## src/rtl/seg_scan_mux.sv

```systemverilog
`timescale 1ns/1ps
// seg_scan_mux
// Multiplexes four hex digits onto a shared 7-segment decoder. A prescaler
// sets the dwell time per digit. A 2-bit index walks the digits 0..3.
// Data captured with LOAD waits in a pending register. It is copied into
// the display register only at a frame boundary, so a frame never shows a
// mix of old and new digits.
//
// Optional build macro: LEADING_ZERO_BLANK_EN
//   When defined, leading digits 3..1 are blanked if they are zero and
//   carry no decimal point from that digit upward. Digit 0 is never blanked.
//
// Ports
//   clk      sole clock, rising edge
//   rst_n    asynchronous active-low reset
//   load     one-cycle strobe; captures data/dp_in
//   data     four hex digits; digit k = data[4k+3:4k]
//   dp_in    decimal-point request per digit, 1 = lit
//   an       digit enables, active-low, at most one low
//   x        nibble of the active digit (to the hex-to-segment decoder)
//   dp       decimal point of the active digit, active-low
//   blank    1 = current slot blanked
//   pend     1 = captured value waiting for the frame boundary
module seg_scan_mux #(
    parameter int CLK_DIV = 50000
) (
    input  logic        clk,
    input  logic        rst_n,
    input  logic        load,
    input  logic [15:0] data,
    input  logic [3:0]  dp_in,
    output logic [3:0]  an,
    output logic [3:0]  x,
    output logic        dp,
    output logic        blank,
    output logic        pend
);

    localparam int PW = $clog2(CLK_DIV);
    localparam logic [PW-1:0] PRESC_LAST = PW'(CLK_DIV - 1);

    logic [PW-1:0] presc;
    logic [1:0]    idx;
    logic [15:0]   disp_data;
    logic [3:0]    disp_dp;
    logic [15:0]   pend_data;
    logic [3:0]    pend_dp;
    logic          tick;
    logic          frame_end;
    logic          slot_blank;

    assign tick      = (presc == PRESC_LAST);
    assign frame_end = tick && (idx == 2'd3);

    // At a frame boundary a LOAD in the same cycle wins over an older pending
    // value and goes straight to the display. Outside a boundary, LOAD only
    // overwrites the pending slot.
    always_ff @(posedge clk or negedge rst_n) begin
        if (!rst_n) begin
            presc     <= '0;
            idx       <= 2'd0;
            disp_data <= 16'h0000;
            disp_dp   <= 4'h0;
            pend_data <= 16'h0000;
            pend_dp   <= 4'h0;
            pend      <= 1'b0;
        end else begin
            presc <= tick ? '0 : presc + 1'b1;
            if (tick) begin
                idx <= idx + 2'd1;
            end
            if (frame_end) begin
                if (load) begin
                    disp_data <= data;
                    disp_dp   <= dp_in;
                    pend      <= 1'b0;
                end else if (pend) begin
                    disp_data <= pend_data;
                    disp_dp   <= pend_dp;
                    pend      <= 1'b0;
                end
            end else if (load) begin
                pend_data <= data;
                pend_dp   <= dp_in;
                pend      <= 1'b1;
            end
        end
    end

`ifdef LEADING_ZERO_BLANK_EN
    logic [3:1] digit_empty;
    logic [3:1] tail_empty;

    // A digit is "empty" when its nibble is zero and its point is off. Digit k
    // blanks only if every digit from k up to 3 is empty.
    always_comb begin
        digit_empty = 3'b000;
        for (int k = 1; k < 4; k++) begin
            digit_empty[k] = (disp_data[4*k +: 4] == 4'h0) && !disp_dp[k];
        end
        tail_empty[3] = digit_empty[3];
        tail_empty[2] = digit_empty[2] && tail_empty[3];
        tail_empty[1] = digit_empty[1] && tail_empty[2];
    end

    always_comb begin
        case (idx)
            2'd1:    slot_blank = tail_empty[1];
            2'd2:    slot_blank = tail_empty[2];
            2'd3:    slot_blank = tail_empty[3];
            default: slot_blank = 1'b0;
        endcase
    end
`else
    assign slot_blank = 1'b0;
`endif

    // Pure decode of the registered index and display register. The outputs
    // therefore move on the same edge as the index.
    always_comb begin
        an    = 4'b1111;
        x     = 4'h0;
        dp    = 1'b1;
        blank = slot_blank;
        if (!slot_blank) begin
            an = ~(4'b0001 << idx);
            x  = disp_data[{idx, 2'b00} +: 4];
            dp = ~disp_dp[idx];
        end
    end

endmodule

```

## config.mk

```make
export PLATFORM = sky130hd
export DESIGN_NAME = seg_scan_mux
export DESIGN_NICKNAME = d
export VERILOG_FILES = /design/src/rtl/seg_scan_mux.sv
export SDC_FILE = /design/constraint.sdc
export NUM_CORES = 1
export LEC_CHECK = 0
export CAP_MARGIN = 20
export CORE_MARGIN = 1.5
export CORE_UTILIZATION = 50
export CTS_BUF_LIST = sky130_fd_sc_hd__clkbuf_8 sky130_fd_sc_hd__clkbuf_16
export DETAILED_ROUTE_END_ITERATION = 16
export HOLD_SLACK_MARGIN = 0.15
export PLACE_DENSITY = 0.75
export SYNTH_ARGS = -nofsm -noshare
export SYNTH_HDL_FRONTEND = slang
export SYNTH_SLANG_ARGS = --single-unit
```

## constraint.sdc

```tcl
create_clock -name clk -period 2.1 [get_ports clk]
set_input_delay 0.21 -clock clk [delete_from_list [all_inputs] [get_ports clk]]
set_output_delay 0.21 -clock clk [all_outputs]
set_load 0.02 [all_outputs]
```

After elaboration in Yosys (flattened, before gate mapping) --
Index checks and enable logic that the tools add are counted.
Storage, ports and cells: register bits 59, logic and storage cells 31
Operators by class: $lt $le $gt $ge 1, $add $sub $neg 2, reduce and logical (&&, ||, !) cells 5, bitwise gates (word level) 3, equal/unequal tests 2, multiplexer cells 9, shift-type cells 2
Operators by type and width (number):
- 2-to-1 mux 16 bit | 3
- adder 16 x 1 -> 16 bit (second input constant) | 1
- == test 16 bit (second input constant) | 1
- variable part select 16 x 5 -> 4 bit | 1
- 2-to-1 mux 4 bit | 2
- NOT 4 bit | 1
- AND reduction 2 bit | 2
- nonzero test 2 bit | 2
- << shifter 1 x 2 -> 4 bit (first input constant) | 1
- less-than comparator 2 x 3 -> 1 bit (second input constant) | 1
- 2-to-1 mux 1 bit | 3
- adder 2 x 1 -> 2 bit (second input constant) | 1
- binary-select mux 1 bit (select 2 bit) | 1
- == test 2 bit (second input constant) | 1
- NOT 1 bit | 2
- logical AND 1 bit | 1

Longest topological paths before layout --
depth after elaboration 4, mapped depth 7, depth with buffers taken out 5

Worst setup path after synthesis --
No wires, ideal clock.
path kind register -> register, from register presc[5], to register pend_data[10], library setup time 125 ps, arrival 2007 ps, path slack -31 ps, cell stages (with the launch flop) 6, data required time 1975 ps, period minus slack after synthesis 2131 ps, cell sequence dfrtp_1 -> or4bb_1 -> nor4_4 -> nand2b_1 -> buf_6 -> mux2_2
Between the ends: longest elaborated chain between the ends 4
Ends and longest elaborated chain:
- start, declared | RTL line 42 | logic [PW-1:0] presc;
- start signal, assigned | RTL line 68 | presc <= tick ? '0 : presc + 1'b1;
- == test 16 bit | RTL line 52 | assign tick = (presc == PRESC_LAST);
- logical AND 1 bit | RTL line 53 | assign frame_end = tick && (idx == 2'd3);
- NOT 1 bit (no line)
- AND reduction 2 bit (no line)
- end signal, assigned | RTL line 83 | pend_data <= data;
- end, declared | RTL line 46 | logic [15:0] pend_data;
Every way passes these cells. A chain may end at the register's enable or synchronous reset.

Worst setup path in the final report --
from register presc[5], to register pend_data[3]
Same word-level chain as after synthesis.

==> results.toml <==
[synthesis]
synth_area_sq_mm = 0.00301
synth.avg_cell_area_sq_um = 11.7
synth_fp_nets = 284
seq_area_frac_synth_pct = 49.1
synthDistinctLibCells = 39
ys_ff_latch = 59
syn_inst = 256
ys_warn_count = 0

[critical_path]
crit_chain = "or4bb_4, nor4_4, buf_4, nand2b_4, mux2_4"
crit_family = "simple AND/OR/NAND/NOR gates"
path_max_fanout = 5
cpMaxStageDelayCell = "or4bb_4"
cp.required_ns = 2.31
start_kind = "flip-flop"
r2r_start = "presc[5]"
r2r_cells = 5
crit_buf_inv = 1
path_class = "reg -> reg"
worstPathArrival_ns = 2.36
r2r-end = "pend_data[3]"
slowest_delay_ns = 0.58
regToRegSetupSlack_ns = -0.05
end_kind = "flip-flop"

[drt]
wl_per_cell_um = 18.6
drt_first_pass_iters = 4
vias = 2359
drtIter0Drc = 207
drc = 0
ant_nets = 0
wl_um = 7340
viasPerCell = 5.97

[timing]
post-route-min-period_ns = 2.15
maxSlewHeadroom_pct = 48.5
fin_worst_skew_ns = 0.00964
worstMarginPinSlew_ns = 0.773
hold_viol = 0
post-route-period-util_pct = 102
setup_viol = 7
whs_ns = 0.488
max_freq_mhz = 465
fin_ws_ns = -0.0489
slew_viol_final = 0
rsz0062_at_grt = "true"

[cells_and_area]
final_core_util_pct = 65.9
drive_above_1_share_pct = 29.1
final_nets = 344
antenna_cells = 0
syn_to_final_growth_pct = 28.2
finalInstanceArea_sq_mm = 0.00385

[flow_run]
max_cap_violations = 0

[run_status]
status = "finished with violations"
violations = "setup timing"

[worst_hold_path]
whs_endpoint = "pend_data[9]"
holdPathStages = 1
hp-class = "reg -> reg"
hp-start = "pend_data[9]"

[floorplan]
die-area_sq_mm = 0.00649
start_util_pct = 51.4
die_height_um = 80.5
pin_count = 34
fp.coreArea_sq_mm = 0.00585
num_rows = 28
die_x_um = 80.5

[clocking]
htreeDepth = 3
cts.clk_slew.worst_paths_ns = 0.07
cts_buffer_depth = 2
clock_sinks = 59
clock_latency_ns = 0.34
cts-buffers-inserted = 9
tritoncts = "yes"
cts-root-buf = "clkbuf_8"

[global_route]
grt_pass1_vias = 2368
grtUsageTotal_pct = 24.9
grt_pass1_wl_um = 11900
antenna_found_initial = 0
overflow = 0
grt_max_degree = 60

[placement]
gp_congestion = 0.855
post_dp_cell_area_sq_mm = 0.00355
port-buffer-count = 32
hpwl_um = 4540

[pwr]
power_density_mw_per_mm2 = 619
peakVddDrop_uv = 337
leakage_nw = 1.75
==> Yosys cell counts, drive strengths merged <==
cell     n  area share (%)
or4bb    2            0.75
nor2b    2            0.42
ha       5             2.1
mux4     5             3.7
mux2i    4             1.3
nor3    14             2.3
and3     4            0.83
buf     10             2.5
nand2b   5             1.0
inv      7            0.87
clkbuf   7            0.87
a21oi    5            0.83
or2      1            0.21
o21ai    1            0.17
o221a   16             6.0
a221o    2            0.67
conb     1            0.12
a32o     2            0.67
or4b     2            0.79
or4      2            0.50
nor4     3             2.1
xor2     7             2.0
xnor2    5             1.5
and4     3            0.87
nand2    6            0.75
nand3    6             1.2
dfrtp   59              49
nand4    5             1.0
mux2    20             7.5
and2     2            0.42
a31oi   16             3.3
nor2    26             3.2
o31ai    1            0.25
==> stage by stage <==
stage / power, mW / TNS [ns] / std cells / setup WS (ns)
after global routing: 2.47 / -1.35 / 395 / -0.106
after CTS: 2.40 / -0.344 / 393 / -0.0643
after floorplan: 1.28 / -0.231 / 256 / -0.0165
after detailed placement: 1.37 / -1.59 / 372 / -0.0941
after global placement: 1.36 / -0.0756 / 372 / -0.00833
final: 2.39 / -0.213 / 395 / -0.0489
==> cell families (layout without fill, tap and decap cells) <==
family,Yosys count,count (layout),share of synthesized area [%]
and+or+nand+nor,83,85,16.5
DFF,59,59,49.1
AOI/OAI and AO/OA,43,43,11.9
muxes,29,29,12.6
buffers and inverters,24,86,4.24
xor gates and xnor gates,12,12,3.50
adders and majority gates,5,5,2.08
other,1,1,0.125
==> sequential cells by signal (all words and copies together) (netlist names) <==
| signal | count |
|---|---|
| disp_data | 16 |
| disp_dp | 4 |
| idx | 2 |
| pend | 1 |
| pend_data | 16 |
| pend_dp | 4 |
| presc | 16 |
==> metal layers <==
layer | wire length, um | track usage [%]
met1 | 3250 | 34.3
met2 | 3620 | 37.6
met3 | 385 | 4.20
met4 | 76 | 12.6
met5 | 0 | 0
==> worst register-to-register path, stage by stage, from the launching register on <==
cell      delay, ns
dfrtp_1        0.39
or4bb_4        0.58
nor4_4         0.35
buf_4          0.18
nand2b_4       0.20
mux2_4         0.33
==> timing repair <==
item / 4_1_cts / 5_1_grt
endpoints found under the setup margin: 26 / 39
pin swaps: 1 / 1
hold buffers: 1 / 0
endpoints found under the hold margin: 59 / 0
cloned: 2 / 1
setup buffers: 3 / 1
gates resized for setup: 13 / 7
==> power breakdown <==
part / internal, mW / switching (mW)
sequential: 1.18 / 0.0205
combinational: 0.0890 / 0.0796
clock: 0.596 / 0.427
total: 1.86 / 0.527
==> layout make-up <==
class | count | area [sq um]
clock inverter | 4 | 42.5
fill | 434 | 2000
clock buffer | 11 | 151
sequential | 59 | 1480
timing repair buffer | 64 | 587
tap | 75 | 93.8
inverter | 7 | 26.3
multi-input combinational | 175 | 1480
==> how the worst max path moves through the flow <==
stage | start | end | slack (ns) | cells past startpoint
5_1_grt | presc[7] | pend_data[3] | -0.11 | 5
2_1_floorplan | presc[5] | pend_data[10] | -0.02 | 5
6_report | presc[5] | pend_data[3] | -0.05 | 5
3_5_place_dp | presc[9] | pend_data[12] | -0.09 | 4
4_1_cts | presc[7] | pend_data[3] | -0.06 | 5
3_3_place_gp | presc[9] | pend_dp[3] | -0.008 | 4
==> cell usage in the layout (no fill, tap or decap), types with 5 or more instances in the layout <==
cell,instances
nor2_1,26
mux2_1,6
mux2_2,8
mux2_4,6
ha_1,5
a21oi_1,5
clkbuf_8,11
mux4_2,5
inv_1,9
a31oi_1,16
o221a_2,15
nor3_1,14
nand2_1,6
xor2_1,7
dlygate4sd2_1,5
dfrtp_1,58
buf_4,26
clkdlybuf4s50_1,25
nand3_1,5
nand4_1,5
xnor2_1,5
Note: power is estimated with default switching activity, not from simulation.
